File: src/rtl/mul_seq_ctrl.sv
// Iterative shift-add RV32 MUL sequencer. The shared ALU's add path is reused,
// so each RUN cycle folds one partial product into the accumulator.
//
// state | meaning
// ------+-------------------------------------------------------------
// IDLE  | waiting for start; result holds the last product
// RUN   | one multiplier bit per cycle: acc <= acc + (bit ? mcand : 0)
// DONE  | one-cycle done pulse; a start here is accepted with no bubble
module mul_seq_ctrl #(
   parameter int                       INPUT_WIDTH   = 32,
   parameter int                       CONTROL_WIDTH = 3,
   parameter logic [CONTROL_WIDTH-1:0] ADD_CODE      = '0
) (
   input  logic                     clk,
   input  logic                     rst,
   input  logic                     start,
   input  logic                     flush,
   input  logic [INPUT_WIDTH-1:0]   op_a,
   input  logic [INPUT_WIDTH-1:0]   op_b,
   output logic [INPUT_WIDTH-1:0]   alu_op1,
   output logic [INPUT_WIDTH-1:0]   alu_op2,
   output logic [CONTROL_WIDTH-1:0] alu_ctrl,
   input  logic [INPUT_WIDTH-1:0]   alu_out,
   output logic [INPUT_WIDTH-1:0]   result,
   output logic                     done,
   output logic                     busy,
   output logic                     stall
);

   localparam int CNT_W = $clog2(INPUT_WIDTH);
   localparam logic [CNT_W-1:0] CNT_LAST = CNT_W'(INPUT_WIDTH - 1);

   localparam logic [1:0] IDLE = 2'd0;
   localparam logic [1:0] RUN  = 2'd1;
   localparam logic [1:0] DONE = 2'd2;

   logic [1:0]             state;
   logic [INPUT_WIDTH-1:0] acc;
   logic [INPUT_WIDTH-1:0] mcand;
   logic [INPUT_WIDTH-1:0] mplier;
   logic [CNT_W-1:0]       cnt;

   logic in_run;
   logic last_iter;

   assign in_run = (state == RUN);

   // Stop as soon as no set multiplier bits remain; cnt caps the width.
   assign last_iter = ((mplier >> 1) == '0) || (cnt == CNT_LAST);

   always_ff @(posedge clk) begin
      if (rst) begin
         state  <= IDLE;
         acc    <= '0;
         mcand  <= '0;
         mplier <= '0;
         cnt    <= '0;
      end else if (flush) begin
         state <= IDLE;
      end else begin
         case (state)
            IDLE, DONE: begin
               if (start) begin
                  acc    <= '0;
                  mcand  <= op_a;
                  mplier <= op_b;
                  cnt    <= '0;
                  state  <= RUN;
               end else begin
                  state <= IDLE;
               end
            end
            RUN: begin
               acc    <= alu_out;
               mcand  <= mcand << 1;
               mplier <= mplier >> 1;
               cnt    <= cnt + 1'b1;
               if (last_iter) begin
                  state <= DONE;
               end
            end
            default: state <= IDLE;
         endcase
      end
   end

   assign alu_op1  = acc;
   assign alu_op2  = (in_run && mplier[0]) ? mcand : '0;
   assign alu_ctrl = ADD_CODE;

   assign result = acc;
   assign done   = (state == DONE);
   assign busy   = in_run;
   assign stall  = in_run | (start & ~in_run & ~flush);

endmodule

File: config.mk
export PLATFORM = sky130hd
export DESIGN_NAME = mul_seq_ctrl
export DESIGN_NICKNAME = d
export VERILOG_FILES = /design/src/rtl/mul_seq_ctrl.sv
export SDC_FILE = /design/constraint.sdc
export NUM_CORES = 1
export LEC_CHECK = 0
export CAP_MARGIN = 20
export CELL_PAD_IN_SITES_DETAIL_PLACEMENT = 1
export CELL_PAD_IN_SITES_GLOBAL_PLACEMENT = 2
export CORE_MARGIN = 2
export CORE_UTILIZATION = 25
export CTS_BUF_LIST = sky130_fd_sc_hd__clkbuf_4 sky130_fd_sc_hd__clkbuf_8 sky130_fd_sc_hd__clkbuf_16
export CTS_CLUSTER_DIAMETER = 120
export DETAILED_ROUTE_END_ITERATION = 8
export PLACE_DENSITY = 0.92
export SETUP_SLACK_MARGIN = 0.02
export SYNTH_ARGS = -nofsm -noshare
export SYNTH_HDL_FRONTEND = slang
export SYNTH_SLANG_ARGS = --single-unit
File: constraint.sdc
create_clock -name clk -period 3.8 [get_ports clk]
set_input_delay 0.57 -clock clk [delete_from_list [all_inputs] [get_ports clk]]
set_output_delay 0.57 -clock clk [all_outputs]
set_load 0.01 [all_outputs]
[Yosys cells after proc, flatten, opt, wreduce, memory -nomap -nowiden]
Cells that the tools add are included.
Widths: inputs -> output; s select.
Word-level totals
  logic and storage cells: 36
  flip-flop bits (word level): 103
  input bits: 100
  output and inout bits: 102
Cells by class
  reduce and logical (&&, ||, !) cells: 8
  muxes and demuxes: 12
  eq/ne operators: 5
  bitwise gates (word level): 5
  $add $sub $neg: 1
Operators by type and width (number)
  $pmux 32 s2: 3
  $mux 32: 4
  $logic_not 32->1: 1
  $pmux 5 s2: 1
  $add 5x1->5 const B: 1
  $eq 5x5->1 const B: 1
  $mux 5: 1
  $pmux 2 s2: 1
  $reduce_or 2->1: 2
  $reduce_and 3->1: 1
  $and 1x1->1: 2
  $eq 2x1->1 const B: 1
  $eq 2x2->1 const B: 1
  $logic_not 2->1: 1
  $mux 2: 1
  $ne 2x1->1 const B: 1
  $ne 2x2->1 const B: 1
  $not 1->1: 2
  $reduce_bool 2->1: 1
  $logic_and 1x1->1: 1
  $logic_or 1x1->1: 1
  $mux 1: 1
  $or 1x1->1: 1

[Depth between registers and ports, before layout]
Gate-level depths: netlist (run 1).
  word-level depth: 5
  gate-level depth with buffers: 7
  depth with buffers taken out: 4

[Least setup slack after synthesis (run 1)]
OpenSTA, ideal clock, no wires.
  path kind: flip-flop to output port
  from: register state[1]
  to: output port alu_op2[0]
  data required time: 3230 ps
  path slack: 2069 ps
  path buffers: 2
  stages on the path, launching flop included: 6
  arrival: 1161 ps
  path through: dfxtp_1 -> nand2b_1 -> inv_1 -> buf_2 -> clkbuf_1 -> and3_1
On the way
  cells in the longest elaborated chain, start to end: 3
Ends and longest elaborated chain
  start: declaration: line 37  | logic [1:0] state;
  start signal: assignment: line 53  | state <= IDLE;
  start signal: assignment: line 59  | state <= IDLE;
  start signal: assignment: line 68  | state <= RUN;
  $eq 2x1->1: line 46  | assign in_run = (state == RUN);
  $logic_and 1x1->1: line 88  | assign alu_op2 = (in_run && mplier[0]) ? mcand : '0;
  $mux 32: line 88
  end: declaration: line 21  | output logic [INPUT_WIDTH-1:0] alu_op2,
No other way between the ends.

[Final worst setup path (run 1)]
  from: register mplier[0]
  to: output port alu_op2[3]
On the way
  cells in the longest elaborated chain, start to end: 2
Ends and longest elaborated chain
  start: declaration: line 40  | logic [INPUT_WIDTH-1:0] mplier;
  start signal: assignment: line 66  | mplier <= op_b;
  start signal: assignment: line 76  | mplier <= mplier >> 1;
  $logic_and 1x1->1: line 88
  $mux 32: line 88
No other way between the ends.

==> metrics.yaml, run 1 <==
status:
  status: "finished clean"
yosys:
  syn_area_per_cell_um2: 8.58
  synth.area.mux_share: 0
  synth_compound_area_frac: 0.225
  synth_xor_area_frac: 0.00394
  synth-adder-area-share: 0.00563
  ys_ff_latch: 103
  synth_top_family_by_area: "compound AO/OA/AOI/OAI gates"
  synth.distinct_cells: 28
  syn_area_um2: 4440
  synthSimpleGateAreaFrac: 0.190
  yosys_warnings: 0
  synthCells: 518
  yosysSeqAreaShare: 0.464
timing:
  slew_violations: 0
  tightest_slew_ps: 931
  rsz0062_at_grt: "false"
  slew_headroom: 0.378
  finalCriticalPeriod_ps: 2710
  fin_skew_ps: 5.74
  period_share: 0.713
  timing_hold_violations_final: 0
  tns_ps: 0
  fmax_mhz: 369
  setup_viol: 0
global_routing:
  grt_pass1_wl_um: 22700
  grt.busiest_layer: "met2"
  grt_use_met2: 0.264
  grt_use_met3: 0.0287
  grt_pass1_vias: 4532
  antenna_found_initial: 0
  grt_start_max_net_pins: 70
  overflow: 0
  grt_use_met1: 0.182
  grtUsageTotal: 0.151
die:
  die-area_um2: 18900
  coreArea_um2: 17400
  die_h_um: 137
  start_util: 0.256
  die_x_um: 137
  rows: 48
  boundaryPins: 202
critical_path:
  rr_worst_depth: 5
  slowest_stage: "dfxtp_1"
  worstSetupStartpointType: "register"
  cp_max_fo: 33
  cp_cell_sequence: "and3_1 > clkdlybuf4s50_1"
  setup.worst_path.end_class: "output pin"
  cp.arrival_ps: 2140
  critPathMaxStageDelay_ps: 930
  crit_type: "reg -> out"
  required_ps: 3230
power:
  p_leak_nw: 2.49
  power_density_nw_per_um2: 395
  vdd.ir_drop.worst_mv: 0.194
  total_power_mw: 2.64
cells_and_area:
  fin_util: 0.385
  drive_gt1_frac: 0.0514
  fillers: 2002
  fin_area_um2: 6680
  area_growth_pct: 50.3
  post_layout_nonfiller_instances: 887
  n_antenna_cell: 0
  final_nets: 759
clock_tree:
  cts-root-buf: "clkbuf_16"
  cts_buffers: 9
  cts_hold_buf: 0
  clk_latency_ps: 350
  cts.sinks: 103
  cts_tree: "done"
  cts.path.max_buffers: 2
  ctsResizeCount: 0
  post_cts_buffers: 0
  htreeDepth: 3
  clkTransAtPathRegs_ps: 70
min_path:
  hold_class: "reg -> reg"
  whs_path_depth: 2
routing:
  vias: 4320
  postRouteAntennaNets: 0
  wire_per_inst_um: 16.2
  dr.pass1.iters: 4
  totalWireLength_um: 14400
  drtIter0Drc: 245
  remaining_drc_errors: 0
  vias_per_cell: 4.87
placed_design:
  port_buffers: 198
  placed_cells: 871
  place_hpwl_um: 10200
  gp_congestion: 0.713
  place_area_um2: 6330
job:
  drv_cap: 0
## kinds of logic (layout without fill, tap and decap cells)
group,count (synthesis),count (layout)
simple gates,191,191
compound gates,133,133
flops,103,103
buf+inv,86,228
fa+ha+maj,2,2
xor+xnor,2,2
other cells,1,3
## critical path: cells and delay by family (launching register included)
kind,cells,cell delay (ps)
buffers and inverters,1,540
flip-flops,1,930
AND/OR/NAND/NOR,1,310
## routing by layer
layer / share of wire / up-vias / wire (um)
met2: 0.49 / 152 / 6980
met3: 0.060 / 20 / 858
li1: - / 2086 / -
met1: 0.44 / 2062 / 6250
met5: 0 / - / 0
met4: 0.019 / 0 / 276
## report_power, final
group          total, mW  internal [mW]  switching (mW)
logic              0.364          0.192           0.171
registers           1.19           1.14          0.0530
clock network       1.08          0.670           0.414
## worst paths after layout
| check | start | end | slack, ps |
|---|---|---|---|
| worst max register to register | state[0] | mplier[26] | 1910 |
| worst max-delay path | mplier[0] | alu_op2[3] | 1090 |
| worst min-delay path | mcand[14] | mcand[14] | 470 |
| worst min register to register | mcand[14] | mcand[14] | 470 |
## sequential cells by signal, indices dropped and copies added (netlist names)
signal,cells
alu_op1,32
cnt,5
state,2
mcand,32
mplier,32
## layout by cell type (no fill, tap or decap), types with 3 or more instances in the layout
cell type	instances
clkdlybuf4s50_1	197
dfxtp_1	103
nand2_1	95
nor2_1	42
a22oi_1	36
and3_1	33
a311oi_1	33
a21oi_1	30
a22o_1	29
buf_4	10
clkbuf_16	9
nor4_1	7
nor3_1	4
inv_1	3
conb_1	3
bufinv_16	3
## per-stage QoR
step                hold slack [ps]  setup WS, ps
global route                    495           955
detailed placement              465          1250
floorplan                       445          2070
CTS                             476          1040
finish                          475          1090
global placement                456          1350
## cell usage after synthesis
library cell	count	area share
conb_1	1	0.00084
nand2b_1	1	0.0014
and3_1	33	0.046
o2111ai_1	1	0.0020
buf_4	38	0.064
nor2b_1	1	0.0014
clkbuf_1	22	0.019
a21oi_1	30	0.034
nor2_1	43	0.036
buf_2	20	0.023
nand4_1	2	0.0028
nor2_2	1	0.0014
o31a_1	1	0.0020
a22o_1	29	0.057
a22oi_1	36	0.061
o21ai_0	2	0.0023
xor2_1	2	0.0039
nor3_1	5	0.0056
buf_1	2	0.0017
dfxtp_1	103	0.46
nor3b_1	2	0.0034
a311oi_1	33	0.065
o32ai_1	1	0.0020
nand2_1	95	0.080
inv_1	4	0.0034
or2_1	1	0.0014
nor4_1	7	0.0099
ha_1	2	0.0056
## area by class of cell
class	instances	area, um2	share of cell area
multi-input cells	331	1920	0.287
clock buffers	11	246	0.0369
well taps	225	282	0.0422
clock inverters	5	105	0.0157
inverters	4	15.0	0.00225
repair buffers	208	2050	0.307
flip-flops and latches	103	2060	0.309
Power figures use the tool's default switching activity.
==> run 2, diff against run 1 <==
- CORE_UTILIZATION: 25 -> 23
- PLACE_DENSITY: 0.92 -> 0.86
- clock period: 3.8 -> 2.5 ns (I/O delays scaled with it)
==> run 2 against run 1 <==
Against the previous run:
- core utilization fell by 2.5 points
- count of clock-buffer cells in the layout rose by 1
- worst setup slack got worse by 960 ps
- final cell count rose by 4.8%
- hold slack got worse by 11 ps
- non-clock buffer count rose by 6
- die area rose by 8.4%
- first-iteration DRC count fell by 16%
- critical path depth rose by 3
- largest cell class is now buffers
==> metrics.yaml, run 2 (same netlist as run 1, synthesis figures left out) <==
timing:
  tns_ps: 0
  finalCriticalPeriod_ps: 2360
  worst_hold_slack_ps: 464
  timing.final.ws_setup_ps: 136
  tightest_slew_ps: 547
  rsz0062_at_grt: "false"
  fmax_mhz: 423
  period_share: 0.946
  setup_viol: 0
  slew_headroom: 0.636
  fin_skew_ps: 5.05
  timing_hold_violations_final: 0
  slew_violations: 0
placed_design:
  place_hpwl_um: 11100
  placed_cells: 911
  post-place-ws_ps: -86.6
  port_buffers: 198
  place_area_um2: 6430
  gp_congestion: 0.763
clock_tree:
  htreeDepth: 3
  clkTransAtPathRegs_ps: 70
  post_cts_buffers: 0
  cts.path.max_buffers: 2
  cts-root-buf: "clkbuf_16"
  cts.sinks: 103
  cts_buffers: 9
  clk_latency_ps: 350
  cts_tree: "done"
routing:
  remaining_drc_errors: 0
  vias_per_cell: 4.73
  drtIter0Drc: 206
  postRouteAntennaNets: 0
  totalWireLength_um: 15100
  wire_per_inst_um: 16.3
  vias: 4397
  dr.pass1.iters: 4
critical_path:
  crit_type: "reg -> out"
  cp_cell_sequence: "nand2b_1 > inv_4 > buf_12 > and3_1 > clkdlybuf4s50_1"
  slowest_stage: "clkdlybuf4s50_1"
  cp_max_fo: 20
  critPathMaxStageDelay_ps: 560
  crit_buf_inv: 3
  setup.worst_path.end_class: "output pin"
  cpLargestDelayFamily: "buffers and inverters"
  worstSetupStartpointType: "register"
  reg2reg_slack_ps: 460
  cp.arrival_ps: 1990
  required_ps: 2120
die:
  boundaryPins: 202
  die-area_um2: 20500
  die_x_um: 143
  die_h_um: 143
  coreArea_um2: 18800
  rows: 50
  start_util: 0.236
min_path:
  hold_class: "in -> reg"
cells_and_area:
  mostFrequentLayoutCells: "197 x clkdlybuf4s50_1, 103 x dfxtp_1, 95 x nand2_1"
  fin_area_um2: 6770
  seq_area_um2: 2060
  multi_input_area_um2: 1920
  final_nets: 765
  post_layout_nonfiller_instances: 930
  area_growth_pct: 52.4
  final_common_cell: "clkdlybuf4s50_1"
  fillers: 2166
  drive_gt1_frac: 0.0599
  fin_util: 0.360
power:
  pwr-share-seq: 0.466
  combinationalPowerShare: 0.153
  power_density_nw_per_um2: 570
  power_frac_clock: 0.381
  switching_share: 0.253
  vdd.ir_drop.worst_mv: 0.381
  total_power_mw: 3.86
  p_int_mw: 2.88
  p_sw_mw: 0.978
  p_leak_nw: 2.51
global_routing:
  grt_pass1_wl_um: 23500
  overflow: 0
  grt_start_max_net_pins: 53
  grt_pass1_vias: 4635
  antenna_found_initial: 1
  grtUsageTotal: 0.145
job:
  drv_cap: 0
status:
  status: "finished clean"
## run 2: cell types whose count changed in the layout (fill, tap and decap cells not counted), sizes merged
cell	before	now
buf	11	17
bufinv	3	1
clkbuf	11	12
clkinv	0	1
diode	0	2
## run 2: power by group through the flow
| stage | combinational [mW] | sequential, mW | clock, mW |
|---|---|---|---|
| after detailed placement | 0.591 | 1.84 | 0 |
| after global placement | 0.568 | 1.83 | 0 |
| after global routing | 0.649 | 1.81 | 1.58 |
| after floorplan | 0.300 | 1.82 | 0 |
| final | 0.590 | 1.80 | 1.47 |
| after CTS | 0.592 | 1.80 | 1.53 |
## run 2: worst paths after layout
| path | startpoint | endpoint | cells after the start |
|---|---|---|---|
| worst max-delay path | state[1] | alu_op2[30] | 5 |
| worst min-delay path | rst | mplier[31] | 2 |
| worst min register to register | mcand[5] | mcand[5] | 2 |
| worst max register to register | state[0] | mplier[11] | 6 |
## run 2: area by class of cell
cell class / count / share of cell area
antenna: 2 / 0.000739
multi-input combinational: 331 / 0.283
clock buffer: 12 / 0.0384
inverter: 4 / 0.00259
timing repair buffer: 214 / 0.315
sequential: 103 / 0.304
tap: 260 / 0.0480
clock inverter: 4 / 0.00794
## run 2: timing repair
item                                    4_1_cts  5_1_grt
endpoints found under the setup margin       21        7
hold buffers                                  0        0
gates resized for setup                       1        2
## run 2: layer usage
layer / up-vias / share of wire / routed length (um) / global-route usage
met4: 0 / 0.015 / 233 / 0.0417
met2: 154 / 0.50 / 7620 / 0.266
met5: - / 0 / 0 / 0
met3: 14 / 0.069 / 1040 / 0.0412
met1: 2126 / 0.41 / 6220 / 0.163
li1: 2103 / - / - / -
==> run 3, diff against run 2 <==
- CORE_UTILIZATION: 23 -> 34
- CTS_BUF_LIST: sky130_fd_sc_hd__clkbuf_4 sky130_fd_sc_hd__clkbuf_8 sky130_fd_sc_hd__clkbuf_16 -> sky130_fd_sc_hd__clkbuf_16
- DONT_BUFFER_PORTS: unset -> 1
- PLACE_DENSITY: 0.86 -> 0.83
==> run 3 against run 2 <==
Against the previous run:
- first-iteration DRC count increased by 14%
- global-route usage grew 2.8 points
- critical path depth fell by 1
- clock power hardly changed
- worst setup slack improved by 370 ps
- critical endpoint is now alu_op2[4]
- core utilization rose by 0.53 points
- maximum frequency is 18% higher
- final cell count decreased by 31%
- wire length shrank 20%
==> metrics.yaml, run 3 (same netlist as run 1, synthesis figures left out) <==
global_routing:
  grtUsageTotal: 0.173
  antenna_found_initial: 0
  grt_pass1_wl_um: 19200
  grt_start_max_net_pins: 76
  grt_pass1_vias: 3610
  overflow: 0
timing:
  setup_viol: 0
  timing.final.ws_setup_ps: 504
  slew_violations: 0
  fin_skew_ps: 3.88
  slew_headroom: 0.582
  timing_hold_violations_final: 0
  fmax_mhz: 501
  rsz0062_at_grt: "false"
  tns_ps: 0
  finalCriticalPeriod_ps: 2000
  period_share: 0.798
  tightest_slew_ps: 627
cells_and_area:
  final_nets: 564
  n_antenna_cell: 0
  fillers: 1496
  mostFrequentLayoutCells: "103 x dfxtp_1, 95 x nand2_1, 42 x nor2_1"
  post_layout_nonfiller_instances: 639
  final_common_cell: "dfxtp_1"
  area_growth_pct: 4.08
  drive_gt1_frac: 0.0707
  fin_util: 0.365
  fin_area_um2: 4630
routing:
  totalWireLength_um: 12100
  wire_per_inst_um: 18.9
  vias: 3542
  drtIter0Drc: 234
  vias_per_cell: 5.54
  remaining_drc_errors: 0
  postRouteAntennaNets: 0
  dr.pass1.iters: 4
critical_path:
  slowest_stage: "dfxtp_1"
  critPathMaxStageDelay_ps: 330
  worstSetupStartpointType: "register"
  rr_endpoint: "mplier[4]"
  cp_cell_sequence: "nand2b_1 > inv_2 > buf_4 > and3_1"
  r2r_start: "state[0]"
  reg2reg_slack_ps: 680
  cp_max_fo: 24
  rr_worst_depth: 5
  cp.arrival_ps: 1620
  required_ps: 2120
  setup.worst_path.end_class: "output pin"
  crit_type: "reg -> out"
power:
  vdd.ir_drop.worst_mv: 0.295
  p_leak_nw: 1.78
  power_density_nw_per_um2: 777
status:
  status: "finished clean"
clock_tree:
  clk_latency_ps: 350
  ctsResizeCount: 0
  cts_buffers: 9
  htreeDepth: 3
  post_cts_buffers: 0
  cts-root-buf: "clkbuf_16"
  clkTransAtPathRegs_ps: 60
  cts.path.max_buffers: 2
  cts.sinks: 103
  cts_hold_buf: 0
  cts_tree: "done"
die:
  die_x_um: 118
  die_h_um: 118
  boundaryPins: 202
  rows: 41
  die-area_um2: 14000
  start_util: 0.351
  coreArea_um2: 12700
min_path:
  hold_start: "rst"
  hold_class: "in -> reg"
  whs_endpoint: "mplier[14]"
  whs_path_depth: 1
placed_design:
  place_area_um2: 4320
  gp_congestion: 0.736
  post-place-ws_ps: 671
  port_buffers: 0
  place_hpwl_um: 8230
  placed_cells: 623
job:
  drv_cap: 0
## run 3: cell types whose count changed in the layout (fill, tap and decap cells not counted), moves of 2 or more
cell             delta
clkdlybuf4s50_1   -197
inv_1               +3
clkbuf_8            -2
clkinv_2            +2
clkinvlp_4          -2
diode_2             -2
## run 3: worst max path at each step
| stage | start | end | depth (start not counted) |
|---|---|---|---|
| final | state[1] | alu_op2[4] | 4 |
| after detailed placement | state[0] | mplier[4] | 5 |
| after CTS | state[1] | stall | 4 |
| after global placement | start | alu_op1[23] | 5 |
| after floorplan | state[1] | alu_op2[0] | 5 |
| after global routing | state[0] | alu_op2[4] | 4 |
## run 3: per-layer routing
layer	vias up	track usage	wire (um)
li1	1693	-	-
met2	149	0.283	5730
met4	0	0.0610	204
met1	1683	0.202	5050
met5	-	0	0
met3	17	0.0753	1070
## run 3: metrics by stage
stage | hold WS [ps] | power (mW)
after global placement | 450 | 2.16
final | 103 | 3.60
after floorplan | 445 | 2.12
after global routing | 78.1 | 3.79
after CTS | 79.0 | 3.65
after detailed placement | 454 | 2.18
## run 3: worst max-delay path, delay by kind of cell (launching register included)
family	cells	cell delay (ps)
flops	1	330
simple gates	2	460
buf+inv	2	480
## run 3: final cells by class
| class | instances | area [um2] | area share |
|---|---|---|---|
| clock buffer | 9 | 225 | 0.0487 |
| clock inverter | 7 | 81.3 | 0.0176 |
| multi-input combinational | 331 | 1920 | 0.414 |
| inverter | 4 | 15.0 | 0.00325 |
| sequential | 103 | 2060 | 0.446 |
| tap | 172 | 215 | 0.0465 |
| timing repair buffer | 13 | 110 | 0.0238 |
## run 3: power breakdown
group / leakage, nW / internal, mW / switching, mW
Sequential: 0.841 / 1.73 / 0.0825
Combinational: 0.777 / 0.121 / 0.199
Clock: 0.163 / 0.863 / 0.599
Total: 1.78 / 2.71 / 0.881
